--- config.mk ---
export PLATFORM = sky130hd
export DESIGN_NAME = rotate_addr_gen
export DESIGN_NICKNAME = d
export VERILOG_FILES = /design/src/rtl/rotate_addr_gen.sv
export SDC_FILE = /design/constraint.sdc
export NUM_CORES = 1
export LEC_CHECK = 0
export CORE_MARGIN = 2
export CORE_UTILIZATION = 35
export DETAILED_ROUTE_END_ITERATION = 10
export MAX_ROUTING_LAYER = met4
export SLEW_MARGIN = 10
export SYNTH_ARGS = -nofsm -noshare
export SYNTH_HDL_FRONTEND = slang
export SYNTH_SLANG_ARGS = --single-unit
--- constraint.sdc ---
create_clock -name cam_clk_in -period 5.7 [get_ports cam_clk_in]
set_input_delay 0.57 -clock cam_clk_in [delete_from_list [all_inputs] [get_ports cam_clk_in]]
set_output_delay 0.57 -clock cam_clk_in [all_outputs]
set_load 0.02 [all_outputs]
--- src/rtl/rotate_addr_gen.sv ---
// rotate_addr_gen
//   Converts a raster-order camera pixel stream (FRAME_WIDTH x FRAME_HEIGHT)
//   into frame-buffer write addresses for one of four rotations, with an
//   optional horizontal mirror applied before rotation. Addresses are built
//   incrementally (row base + per-pixel step), so no multipliers are used.
//   Also flags frames that carry too many or too few pixels.
//
// Ports
//   cam_clk_in      camera pixel clock, rising edge
//   rst_n_in        asynchronous active-low reset
//   mode_in         0 none, 1 90 CW, 2 180, 3 90 CCW (latched at frame_done_in)
//   mirror_in       horizontal mirror before rotation (latched at frame_done_in)
//   frame_done_in   one-cycle pulse before the first pixel of a frame
//   valid_pixel_in  pixel_in valid this cycle
//   pixel_in        pixel data
//   valid_pixel_out pixel_out / pixel_addr_out valid (1 cycle after input)
//   pixel_out       registered pixel data
//   pixel_addr_out  frame-buffer write address for pixel_out
//   overflow_out    sticky: extra pixels arrived after a full frame
//   short_frame_out one-cycle pulse: frame ended before W*H pixels
module rotate_addr_gen #(
    parameter int FRAME_WIDTH  = 320,
    parameter int FRAME_HEIGHT = 240,
    parameter int PIXEL_WIDTH  = 16,
    parameter int ADDR_WIDTH   = $clog2(FRAME_WIDTH * FRAME_HEIGHT)
) (
    input  logic                   cam_clk_in,
    input  logic                   rst_n_in,
    input  logic [1:0]             mode_in,
    input  logic                   mirror_in,
    input  logic                   frame_done_in,
    input  logic                   valid_pixel_in,
    input  logic [PIXEL_WIDTH-1:0] pixel_in,
    output logic                   valid_pixel_out,
    output logic [PIXEL_WIDTH-1:0] pixel_out,
    output logic [ADDR_WIDTH-1:0]  pixel_addr_out,
    output logic                   overflow_out,
    output logic                   short_frame_out
);

    localparam int XW = $clog2(FRAME_WIDTH + 1);
    localparam int YW = $clog2(FRAME_HEIGHT + 1);

    // Address constants. Negative steps are stored in two's complement so a
    // plain modular add moves the address in either direction.
    localparam logic [ADDR_WIDTH-1:0] C_ZERO  = '0;
    localparam logic [ADDR_WIDTH-1:0] C_ONE   = ADDR_WIDTH'(1);
    localparam logic [ADDR_WIDTH-1:0] C_W     = ADDR_WIDTH'(FRAME_WIDTH);
    localparam logic [ADDR_WIDTH-1:0] C_H     = ADDR_WIDTH'(FRAME_HEIGHT);
    localparam logic [ADDR_WIDTH-1:0] C_W_M1  = ADDR_WIDTH'(FRAME_WIDTH - 1);
    localparam logic [ADDR_WIDTH-1:0] C_H_M1  = ADDR_WIDTH'(FRAME_HEIGHT - 1);
    localparam logic [ADDR_WIDTH-1:0] C_WH_M1 = ADDR_WIDTH'(FRAME_WIDTH * FRAME_HEIGHT - 1);
    localparam logic [ADDR_WIDTH-1:0] C_WH_MW = ADDR_WIDTH'(FRAME_WIDTH * FRAME_HEIGHT - FRAME_WIDTH);
    localparam logic [ADDR_WIDTH-1:0] C_W1H   = ADDR_WIDTH'((FRAME_WIDTH - 1) * FRAME_HEIGHT);
    localparam logic [ADDR_WIDTH-1:0] C_NEG_1 = C_ZERO - C_ONE;
    localparam logic [ADDR_WIDTH-1:0] C_NEG_W = C_ZERO - C_W;
    localparam logic [ADDR_WIDTH-1:0] C_NEG_H = C_ZERO - C_H;

    typedef enum logic [1:0] {
        S_IDLE   = 2'd0,
        S_ACTIVE = 2'd1,
        S_FULL   = 2'd2
    } state_t;

    // Address of pixel (0,0) for the given mode/mirror.
    function automatic logic [ADDR_WIDTH-1:0] f_start(input logic [1:0] mode, input logic mir);
        logic [ADDR_WIDTH-1:0] a;
        case (mode)
            2'd0:    a = mir ? C_W_M1  : C_ZERO;
            2'd1:    a = mir ? C_WH_M1 : C_H_M1;
            2'd2:    a = mir ? C_WH_MW : C_WH_M1;
            default: a = mir ? C_ZERO  : C_W1H;
        endcase
        return a;
    endfunction

    // Address change when x advances by one within a row.
    function automatic logic [ADDR_WIDTH-1:0] f_xstep(input logic [1:0] mode, input logic mir);
        logic [ADDR_WIDTH-1:0] s;
        case (mode)
            2'd0:    s = mir ? C_NEG_1 : C_ONE;
            2'd1:    s = mir ? C_NEG_H : C_H;
            2'd2:    s = mir ? C_ONE   : C_NEG_1;
            default: s = mir ? C_H     : C_NEG_H;
        endcase
        return s;
    endfunction

    // Address change between the first pixels of consecutive rows.
    function automatic logic [ADDR_WIDTH-1:0] f_ystep(input logic [1:0] mode);
        logic [ADDR_WIDTH-1:0] s;
        case (mode)
            2'd0:    s = C_W;
            2'd1:    s = C_NEG_1;
            2'd2:    s = C_NEG_W;
            default: s = C_ONE;
        endcase
        return s;
    endfunction

    state_t                  r_state;
    state_t                  w_state_next;
    logic [XW-1:0]           r_x;
    logic [YW-1:0]           r_y;
    logic [1:0]              r_mode;
    logic                    r_mirror;
    logic [ADDR_WIDTH-1:0]   r_addr_p0;
    logic [ADDR_WIDTH-1:0]   r_row_p0;
    logic                    r_vld_p1;
    logic [PIXEL_WIDTH-1:0]  r_pixel_p1;
    logic [ADDR_WIDTH-1:0]   r_addr_p1;
    logic                    r_ovf;
    logic                    r_short;

    logic                    w_accept;
    logic                    w_ovf_set;
    logic                    w_row_end;
    logic                    w_last;
    logic                    w_cnt_nz;
    logic [ADDR_WIDTH-1:0]   w_start;
    logic [ADDR_WIDTH-1:0]   w_xstep;
    logic [ADDR_WIDTH-1:0]   w_ystep;

    assign w_row_end = (r_x == XW'(FRAME_WIDTH - 1));
    assign w_last    = w_row_end && (r_y == YW'(FRAME_HEIGHT - 1));
    // In ACTIVE the pixel count is y*W + x, so it is non-zero exactly when
    // either counter is non-zero.
    assign w_cnt_nz  = (r_x != '0) || (r_y != '0);
    assign w_start   = f_start(mode_in, mirror_in);
    assign w_xstep   = f_xstep(r_mode, r_mirror);
    assign w_ystep   = f_ystep(r_mode);

    always_ff @(posedge cam_clk_in or negedge rst_n_in) begin
        if (!rst_n_in) begin
            r_state <= S_IDLE;
        end else begin
            r_state <= w_state_next;
        end
    end

    // frame_done_in takes priority over any pixel in the same cycle.
    always_comb begin
        w_state_next = r_state;
        w_accept     = 1'b0;
        w_ovf_set    = 1'b0;
        if (frame_done_in) begin
            w_state_next = S_ACTIVE;
        end else begin
            case (r_state)
                S_ACTIVE: begin
                    if (valid_pixel_in) begin
                        w_accept = 1'b1;
                        if (w_last) begin
                            w_state_next = S_FULL;
                        end
                    end
                end
                S_FULL: begin
                    w_ovf_set = valid_pixel_in;
                end
                default: begin
                    w_state_next = S_IDLE;
                end
            endcase
        end
    end

    // Stage p0: counters, latched configuration and flags
    always_ff @(posedge cam_clk_in or negedge rst_n_in) begin
        if (!rst_n_in) begin
            r_x      <= '0;
            r_y      <= '0;
            r_mode   <= 2'd0;
            r_mirror <= 1'b0;
            r_ovf    <= 1'b0;
            r_short  <= 1'b0;
        end else begin
            r_short <= frame_done_in && (r_state == S_ACTIVE) && w_cnt_nz;
            if (frame_done_in) begin
                r_x      <= '0;
                r_y      <= '0;
                r_mode   <= mode_in;
                r_mirror <= mirror_in;
                r_ovf    <= 1'b0;
            end else begin
                if (w_ovf_set) begin
                    r_ovf <= 1'b1;
                end
                if (w_accept) begin
                    if (w_row_end) begin
                        r_x <= '0;
                        r_y <= r_y + YW'(1);
                    end else begin
                        r_x <= r_x + XW'(1);
                    end
                end
            end
        end
    end

    // Stage p0: address of the next pixel and base address of the current row.
    // Both are loaded on frame_done_in before they are ever used.
    always_ff @(posedge cam_clk_in) begin
        if (frame_done_in) begin
            r_addr_p0 <= w_start;
            r_row_p0  <= w_start;
        end else if (w_accept) begin
            if (w_row_end) begin
                r_addr_p0 <= r_row_p0 + w_ystep;
                r_row_p0  <= r_row_p0 + w_ystep;
            end else begin
                r_addr_p0 <= r_addr_p0 + w_xstep;
            end
        end
    end

    // Stage p1: registered outputs, pixel and address aligned
    always_ff @(posedge cam_clk_in or negedge rst_n_in) begin
        if (!rst_n_in) begin
            r_vld_p1   <= 1'b0;
            r_pixel_p1 <= '0;
            r_addr_p1  <= '0;
        end else begin
            r_vld_p1 <= w_accept;
            if (w_accept) begin
                r_pixel_p1 <= pixel_in;
                r_addr_p1  <= r_addr_p0;
            end
        end
    end

    assign valid_pixel_out = r_vld_p1;
    assign pixel_out       = r_pixel_p1;
    assign pixel_addr_out  = r_addr_p1;
    assign overflow_out    = r_ovf;
    assign short_frame_out = r_short;

endmodule

==> run summary, run 1 <==
The diode insertion count for antenna repair came out at 0. The total wire length after detailed routing is 12.1 mm. For the final routed database, the setup TNS stands at 0 ps.

The first global-routing pass estimated 19.9 mm of wire. Once layout is complete, the utilization of the core stands at 0.434. In the routed design, unresolved DRC markers number 0.

The count of flip-flops with a built-in enable after synthesis is 34. The clock sink total is 92. The post-CTS setup buffer count came out at 0. The placement-stage worst setup slack came out at 2110 ps. The peak supply drop is 0.169 mV.

In the synthesized netlist the async set-or-reset flop fraction comes to 0.630. The final layout net count came out at 658. For this block, the initial DRC count from the detailed router was 366. The cell area after synthesis came out at 5530 µm².

The final-report hold violation count came to 0. The share of the clock period used by the worst path after layout came out at 0.634. Across the routed clock network, the largest skew measured is 14.2 ps. TritonCTS built the clock tree. Clock-pin slew was measured on the worst setup and hold paths at 70 ps.

The number of ports placed on the die boundary is 59. The via count of the first global-routing pass came out at 4,094. The top cell types in the final layout, fill and taps aside, are sky130_fd_sc_hd__dfrtp_1 (58), sky130_fd_sc_hd__clkdlybuf4s50_1 (57), sky130_fd_sc_hd__nor2_1 (51). The longest clock path from root to sink contains 2 buffers.

The clock latency on the worst-skew pair came out at 350 ps. The number of core rows came out at 45. The count of maximum capacitance violations is 0. The pin count of the biggest net entering global routing is 59. The cell sitting at the root of the clock tree is a sky130_fd_sc_hd__clkbuf_16. The maximum clock frequency is 277 MHz.

The final weighted congestion of routability-driven global placement is 0.872. The mean post-synth cell area came out at 10.4 µm². Setup repair after global routing left no endpoint under its margin.

The most used flip-flop cell after synthesis is sky130_fd_sc_hd__dfrtp_1. The post-synthesis to final-layout area growth is 20.2%. The total iterations of the first detailed-routing run is 5. The routed length per placed instance came out at 15.1 µm. Leaving out fill and tap cells, the most frequent cell in the layout is sky130_fd_sc_hd__dfrtp_1. STA classifies the critical path endpoint as a register. The maximum level of the CTS H-tree came out at 3. The final-report max-slew violation count is 0. The total setup violations reported at the end of the flow came out at 0. The number of cells upsized or downsized after cts is 0. The number of port buffers is 58. The placeable core area is 15,300 µm².

The finished cells cover 6650 µm². The max-slew headroom at the worst pin is 0.325. The flow ran to the end, and the final reports show no timing, DRC or antenna violations. The global-route met2 utilization is 0.228. The path depth of the worst reg2reg path is 12.

The critical path arrival came out at 3710 ps. The number of vias after detailed routing came out at 4,162. The ratio of total power to cell area came out at 431 nW/µm². The synthesis-stage register bit count is 92.

The number of nets in the synthesized netlist is 601. The worst endpoint required time came out at 5800 ps. The global route total overflow is 0.

The worst setup path is of the register to register kind. The height of the chip came out at 130 µm. The die extent in x came out at 130 µm. The overall global routing resource usage is 0.155. The number of different library cells used by synthesis comes to 57. The initial cell density of the core came out at 0.361. The clock period minus worst slack is 3620 ps.

The number of antenna violations at the first check in global routing came out at 0. Of the cells placed in the final design, the portion with a size suffix greater than 1 is 0.113. The endpoint identified for the worst register-to-register timing path is r_addr_p0[16]. The die area is 16,800 µm². Of all nets on the critical path, the largest fanout is 9. The count of hold buffers inserted by post-cts repair is 0. The final setup slack of the worst path came out at 2080 ps.

For flop-to-flop paths, the worst setup slack is 2080 ps. The post-route antenna net violation count came out at 0. The sequential share of the synthesized area came out at 0.447. For met1 alone, demand over resource in global routing was 0.213. The number of buffers added by the clock tree synthesis step is 9.

The number of warnings printed during yosys synthesis is 0. For this run, global-route usage on met3 was measured as 0.0316. The placed cell area is 6330 µm². The number of instances in the synthesized netlist came out at 530. The static leakage power is 2.76 nW. The critical path launch point type is a register. The transition time at the pin with the least slew margin is 1010 ps. After global routing, the most crowded layer is met2. The tightest min-delay check is of the primary input to asynchronous set/reset pin type. The detailed placement HPWL is 8.60 mm. Hold timing on the final database bottoms out at a slack of 355 ps.

Dividing the detail-routed via count by the number of cells gives 5.18. In this run the critical register-to-register path is launched from r_mode[0].
==> sequential cells by signal, summed over array words and instances (netlist names) <==
register         count
overflow_out         1
pixel_addr_out      17
pixel_out           16
r_addr_p0           17
r_mirror             1
r_mode               2
r_row_p0            17
r_state              2
r_x                  9
r_y                  8
short_frame_out      1
valid_pixel_out      1
==> power by group <==
part	switching (mW)	total [mW]	internal (mW)
Combinational	0.705	1.29	0.589
Clock	0.261	0.612	0.351
Sequential	0.0840	0.961	0.877
Total	1.05	2.87	1.82
==> cells in the mapped netlist, types with 3 or more instances <==
cell type	n	area share
sky130_fd_sc_hd__mux2i_1	3	0.0054
sky130_fd_sc_hd__o21ai_0	27	0.024
sky130_fd_sc_hd__dfrtp_1	58	0.26
sky130_fd_sc_hd__nor2_1	52	0.035
sky130_fd_sc_hd__clkbuf_1	8	0.0054
sky130_fd_sc_hd__inv_1	19	0.013
sky130_fd_sc_hd__buf_2	5	0.0045
sky130_fd_sc_hd__xnor2_1	15	0.024
sky130_fd_sc_hd__nor2b_1	8	0.0090
sky130_fd_sc_hd__nor4_1	4	0.0045
sky130_fd_sc_hd__nand2b_1	9	0.010
sky130_fd_sc_hd__xor2_1	25	0.040
sky130_fd_sc_hd__a41oi_1	3	0.0048
sky130_fd_sc_hd__nor3_1	8	0.0072
sky130_fd_sc_hd__a21oi_1	41	0.037
sky130_fd_sc_hd__and3_1	4	0.0045
sky130_fd_sc_hd__a211oi_1	7	0.0095
sky130_fd_sc_hd__o21bai_1	3	0.0041
sky130_fd_sc_hd__a31oi_1	7	0.0079
sky130_fd_sc_hd__and2_1	4	0.0045
sky130_fd_sc_hd__a21o_1	7	0.0095
sky130_fd_sc_hd__nand4_1	8	0.0090
sky130_fd_sc_hd__o31ai_1	3	0.0041
sky130_fd_sc_hd__o211ai_1	5	0.0068
sky130_fd_sc_hd__a21bo_2	3	0.0054
sky130_fd_sc_hd__nand3_1	6	0.0054
sky130_fd_sc_hd__edfxtp_1	34	0.18
sky130_fd_sc_hd__nand2_1	40	0.027
sky130_fd_sc_hd__ha_1	46	0.10
sky130_fd_sc_hd__mux2_2	34	0.069
==> worst max path at each step <==
stage,startpoint,endpoint,slack (ps),depth (start not counted)
floorplan,r_mode[0],r_addr_p0[16],2530,12
global placement,r_mode[0],r_addr_p0[16],2230,12
detailed placement,r_mode[0],r_addr_p0[16],2110,12
CTS,r_mode[0],r_addr_p0[16],2070,12
global route,r_mode[0],r_addr_p0[15],1850,11
finish,r_mode[0],r_addr_p0[16],2080,12
==> cell families after synthesis <==
logic type      Yosys count  share of synthesized area
fa+ha+maj                48                      0.111
flops                    92                      0.447
xor+xnor                 40                     0.0633
compound gates          128                      0.152
simple gates            152                      0.129
mux                      37                     0.0746
buf+inv                  33                     0.0235
==> routing by layer <==
metal	vias to the layer above	share of wire	routed length, µm
met4	0	0.018	221
met5	-	0	0
met3	19	0.051	613
met1	1985	0.49	5970
met2	116	0.44	5290
li1	2042	-	-
==> layout make-up <==
type | count | area (µm²)
Multi-Input combinational cell | 405 | 2940
Timing Repair Buffer | 60 | 591
Sequential cell | 92 | 2470
Fill cell | 1461 | 8670
Clock buffer | 11 | 275
Inverter | 19 | 71.3
Tap cell | 211 | 264
Clock inverter | 5 | 37.5
==> stage by stage <==
stage | power (mW) | cells
after floorplan | 1.87 | 530
after global placement | 2.23 | 787
after detailed placement | 2.25 | 787
after CTS | 2.88 | 803
after global routing | 3.07 | 803
final | 2.87 | 803
==> critical path, stage by stage (launching register included) <==
cell	delay, ps
sky130_fd_sc_hd__dfrtp_1	420
sky130_fd_sc_hd__ha_1	290
sky130_fd_sc_hd__inv_1	100
sky130_fd_sc_hd__o21ai_0	90
sky130_fd_sc_hd__a21oi_1	660
sky130_fd_sc_hd__ha_1	430
sky130_fd_sc_hd__a21o_1	230
sky130_fd_sc_hd__a31o_2	220
sky130_fd_sc_hd__a41oi_1	200
sky130_fd_sc_hd__o31ai_1	130
sky130_fd_sc_hd__a31oi_1	270
sky130_fd_sc_hd__mux2i_1	100
sky130_fd_sc_hd__or2_1	220
No activity file was read; power rests on OpenSTA's default activity.
==> run 2, diff against run 1 <==
==> constraint.sdc (replaced) <==
create_clock -name cam_clk_in -period 3.35 [get_ports cam_clk_in]
set_input_delay 0.335 -clock cam_clk_in [delete_from_list [all_inputs] [get_ports cam_clk_in]]
set_output_delay 0.335 -clock cam_clk_in [all_outputs]
set_load 0.02 [all_outputs]
==> run 2 against run 1 <==
Net effect: non-clock buffer count grew 16; core utilization rose by 1.0 points; highest routed layer unchanged; total power increased by 75%; register-to-register slack lost 2000 ps; sequential power rose by 71%.
==> run summary, run 2 (synthesis results as in run 1) <==
The placeable core area is 15,300 µm² (unchanged). The number of ports placed on the die boundary is 59 (unchanged). The max-slew headroom at the worst pin is 0.386 (was 0.325). The largest incremental delay on the critical path is 450 ps (was 660 ps). The post-synthesis to final-layout area growth came to 22.9% (was 20.2%). Sequence of cells on the critical path: ha_1, or2_2, ha_1, fa_1, a211oi_2, o21ai_1, a31oi_2, o21ai_2, o31a_1, o41ai_1, or2_1 (was ha_1, inv_1, o21ai_0, a21oi_1, ha_1, a21o_1, a31o_2, a41oi_1, o31ai_1, a31oi_1, mux2i_1, or2_1). The die area came out at 16,800 µm² (unchanged). The worst setup slack for register-to-register paths was 130 ps (was 2080 ps).

The via count of the first global-routing pass came out at 4,184 (was 4,094). The CTS tree is done (unchanged). The global route total overflow came out at 0 (unchanged). The number of DRC markers after the initial detailed-route iteration came out at 336 (was 366). The peak supply drop came out at 0.356 mV (was 0.169 mV). The height of the chip is 130 µm (unchanged).

The slowest stage cell on the critical path is sky130_fd_sc_hd__dfrtp_2 (was sky130_fd_sc_hd__a21oi_1). The die extent in x came out at 130 µm (unchanged). The most frequent cell on the critical path is sky130_fd_sc_hd__ha_1 (unchanged). The diode insertion count for antenna repair was 0 (unchanged). The final sum of negative setup slack came to 0 ps (unchanged). The clock sink total came out at 92 (unchanged). The number of DRC violations after detailed routing is 0 (unchanged). The number of port buffers is 58 (unchanged). The finished layout cell area is 6800 µm² (was 6650 µm²). The placed cell area came out at 6440 µm² (was 6330 µm²). The total wire length after detailed routing was 12.8 mm (was 12.1 mm).

The number of core rows is 45 (unchanged). The share of the clock period used by the worst path after layout came to 0.961 (was 0.634). The number of antenna violations at the first check in global routing came out at 0 (unchanged). Unrepaired setup endpoints after global routing: true (was false). The kind of cell adding the most delay to the critical path is compound AO/OA/AOI/OAI gates (unchanged). The static leakage power came to 2.83 nW (was 2.76 nW). The buffering stage count on the worst path with inverters included came out at 0 (was 1). The post-route antenna net violation count is 0 (unchanged). The pin count of the biggest net entering global routing came out at 51 (was 59). The clock skew after layout came out at 8.50 ps (was 14.2 ps). The top fanout value on the critical path was 4 (was 9). The number of buffers added by the clock tree synthesis step came out at 9 (unchanged). The transition time at the pin with the least slew margin was 921 ps (was 1010 ps). The final-report hold violation count was 0 (unchanged).

The first-pass GRT wire length is 21.0 mm (was 19.9 mm). The critical path arrival is 3440 ps (was 3710 ps). The clock period minus worst slack came out at 3220 ps (was 3620 ps). The via-per-instance ratio is 5.22 (was 5.18). The critical path launch point type is a register (unchanged). The final weighted congestion of routability-driven global placement came out at 0.857 (was 0.872). The total setup violations reported at the end of the flow came out at 0 (unchanged).

The final layout net count is 674 (was 658). The number of vias after detailed routing is 4,278 (was 4,162). The final-report max-slew violation count is 0 (unchanged).

The CTS root buffer is sky130_fd_sc_hd__clkbuf_16 (unchanged). The maximum clock frequency came out at 311 MHz (was 277 MHz). The fraction of final layout cells with drive strength greater than 1 came out at 0.156 (was 0.113).

The sort of element at the end of the critical path is a register (unchanged). The worst endpoint required time is 3570 ps (was 5800 ps). The total iterations of the first detailed-routing run was 5 (unchanged). The routed length per placed instance came to 15.7 µm (was 15.1 µm). The count of hold buffers inserted by post-cts repair was 0 (unchanged). The startpoint-to-endpoint class of the critical path is register to register (unchanged). The count of maximum capacitance violations is 0 (unchanged). The maximum level of the CTS H-tree came out at 3 (unchanged). The total chip power was 5.01 mW (was 2.87 mW).

The clock-pin slew on the worst setup and hold paths came to 70 ps (about the same). The ratio of total power to cell area is 737 nW/µm² (was 431 nW/µm²). Commonest cells after routing, fill and taps aside: sky130_fd_sc_hd__clkdlybuf4s50_1 (57), sky130_fd_sc_hd__dfrtp_1 (57), sky130_fd_sc_hd__nor2_1 (51) (was sky130_fd_sc_hd__dfrtp_1 (58), sky130_fd_sc_hd__clkdlybuf4s50_1 (57), sky130_fd_sc_hd__nor2_1 (51)). The class of the tightest hold or removal check is primary input to asynchronous set/reset pin (unchanged). Status: finished, final reports clean (unchanged). The clock latency on the worst-skew pair is 340 ps (was 350 ps). The maximum count of clock buffers along a single path is 2 (unchanged). The detailed placement HPWL is 9.16 mm (was 8.60 mm). The overall global routing resource usage is 0.163 (was 0.155).

The initial cell density of the core is 0.361 (unchanged).
-- run 2: power breakdown --
group          internal (mW)  total (mW)  switching (mW)
registers               1.49        1.64           0.152
logic                   1.10        2.33            1.24
clock network          0.576        1.03           0.455
total                   3.17        5.01            1.84
-- run 2: final timing paths --
check	from	to	cells past startpoint
setup / recovery	r_mode[0]	r_addr_p0[16]	11
hold / removal	rst_n_in	pixel_addr_out[4]	1
setup reg to reg	r_mode[0]	r_addr_p0[16]	11
hold reg to reg	pixel_out[0]	pixel_out[0]	1
max in group asynchronous	rst_n_in	pixel_addr_out[9]	2
min in group cam_clk_in	pixel_out[0]	pixel_out[0]	1
-- run 2: worst reg2reg max path: cells and delay by family (launching register included) --
kind | cells | cell delay (ps)
flops | 1 | 450
simple gates | 2 | 450
compound gates | 6 | 1330
fa+ha+maj | 3 | 890
-- run 2: what timing repair did --
| action | CTS | global route |
|---|---|---|
| pin swaps | 1 | 4 |
| gates resized for setup | 1 | 12 |
| setup endpoints to repair | 2 | 12 |
| setup buffers | 0 | 2 |
-- run 2: through the flow --
stage | setup slack, ps | hold slack (ps) | cells | util
global route | -22.8 | 200 | 819 | 0.444
detailed placement | 4.37 | 495 | 801 | 0.421
finish | 130 | 128 | 819 | 0.444
CTS | 16.1 | 160 | 817 | 0.441
floorplan | 179 | 39.4 | 530 | -
global placement | 112 | 485 | 801 | 0.421
-- run 2: per-layer routing --
| layer | up-vias | part of all wire | global-route usage |
|---|---|---|---|
| li1 | 2066 | - | - |
| met1 | 2086 | 0.48 | 0.219 |
| met2 | 108 | 0.46 | 0.251 |
| met3 | 18 | 0.042 | 0.0267 |
| met4 | 0 | 0.017 | 0.0544 |
| met5 | - | 0 | - |
-- run 2: cell type report --
cell class                 instances  area, µm²
clock buffer                      11        264
sequential                        92       2470
tap                              211        264
timing repair buffer              76        711
inverter                          19       73.8
multi-input combinational        405       2970
clock inverter                     5       40.0
fill                            1442       8510
==> run 3, diff against run 2 <==
--- a/config.mk
+++ b/config.mk
@@ -9,7 +9,7 @@
 export CORE_UTILIZATION = 35
 export DETAILED_ROUTE_END_ITERATION = 10
 export MAX_ROUTING_LAYER = met4
-export SLEW_MARGIN = 10
+export SLEW_MARGIN = 20
 export SYNTH_ARGS = -nofsm -noshare
 export SYNTH_HDL_FRONTEND = slang
 export SYNTH_SLANG_ARGS = --single-unit
==> results of run 3 <==
Same layout as run 2: the final DEF is identical, and so are final timing and power.
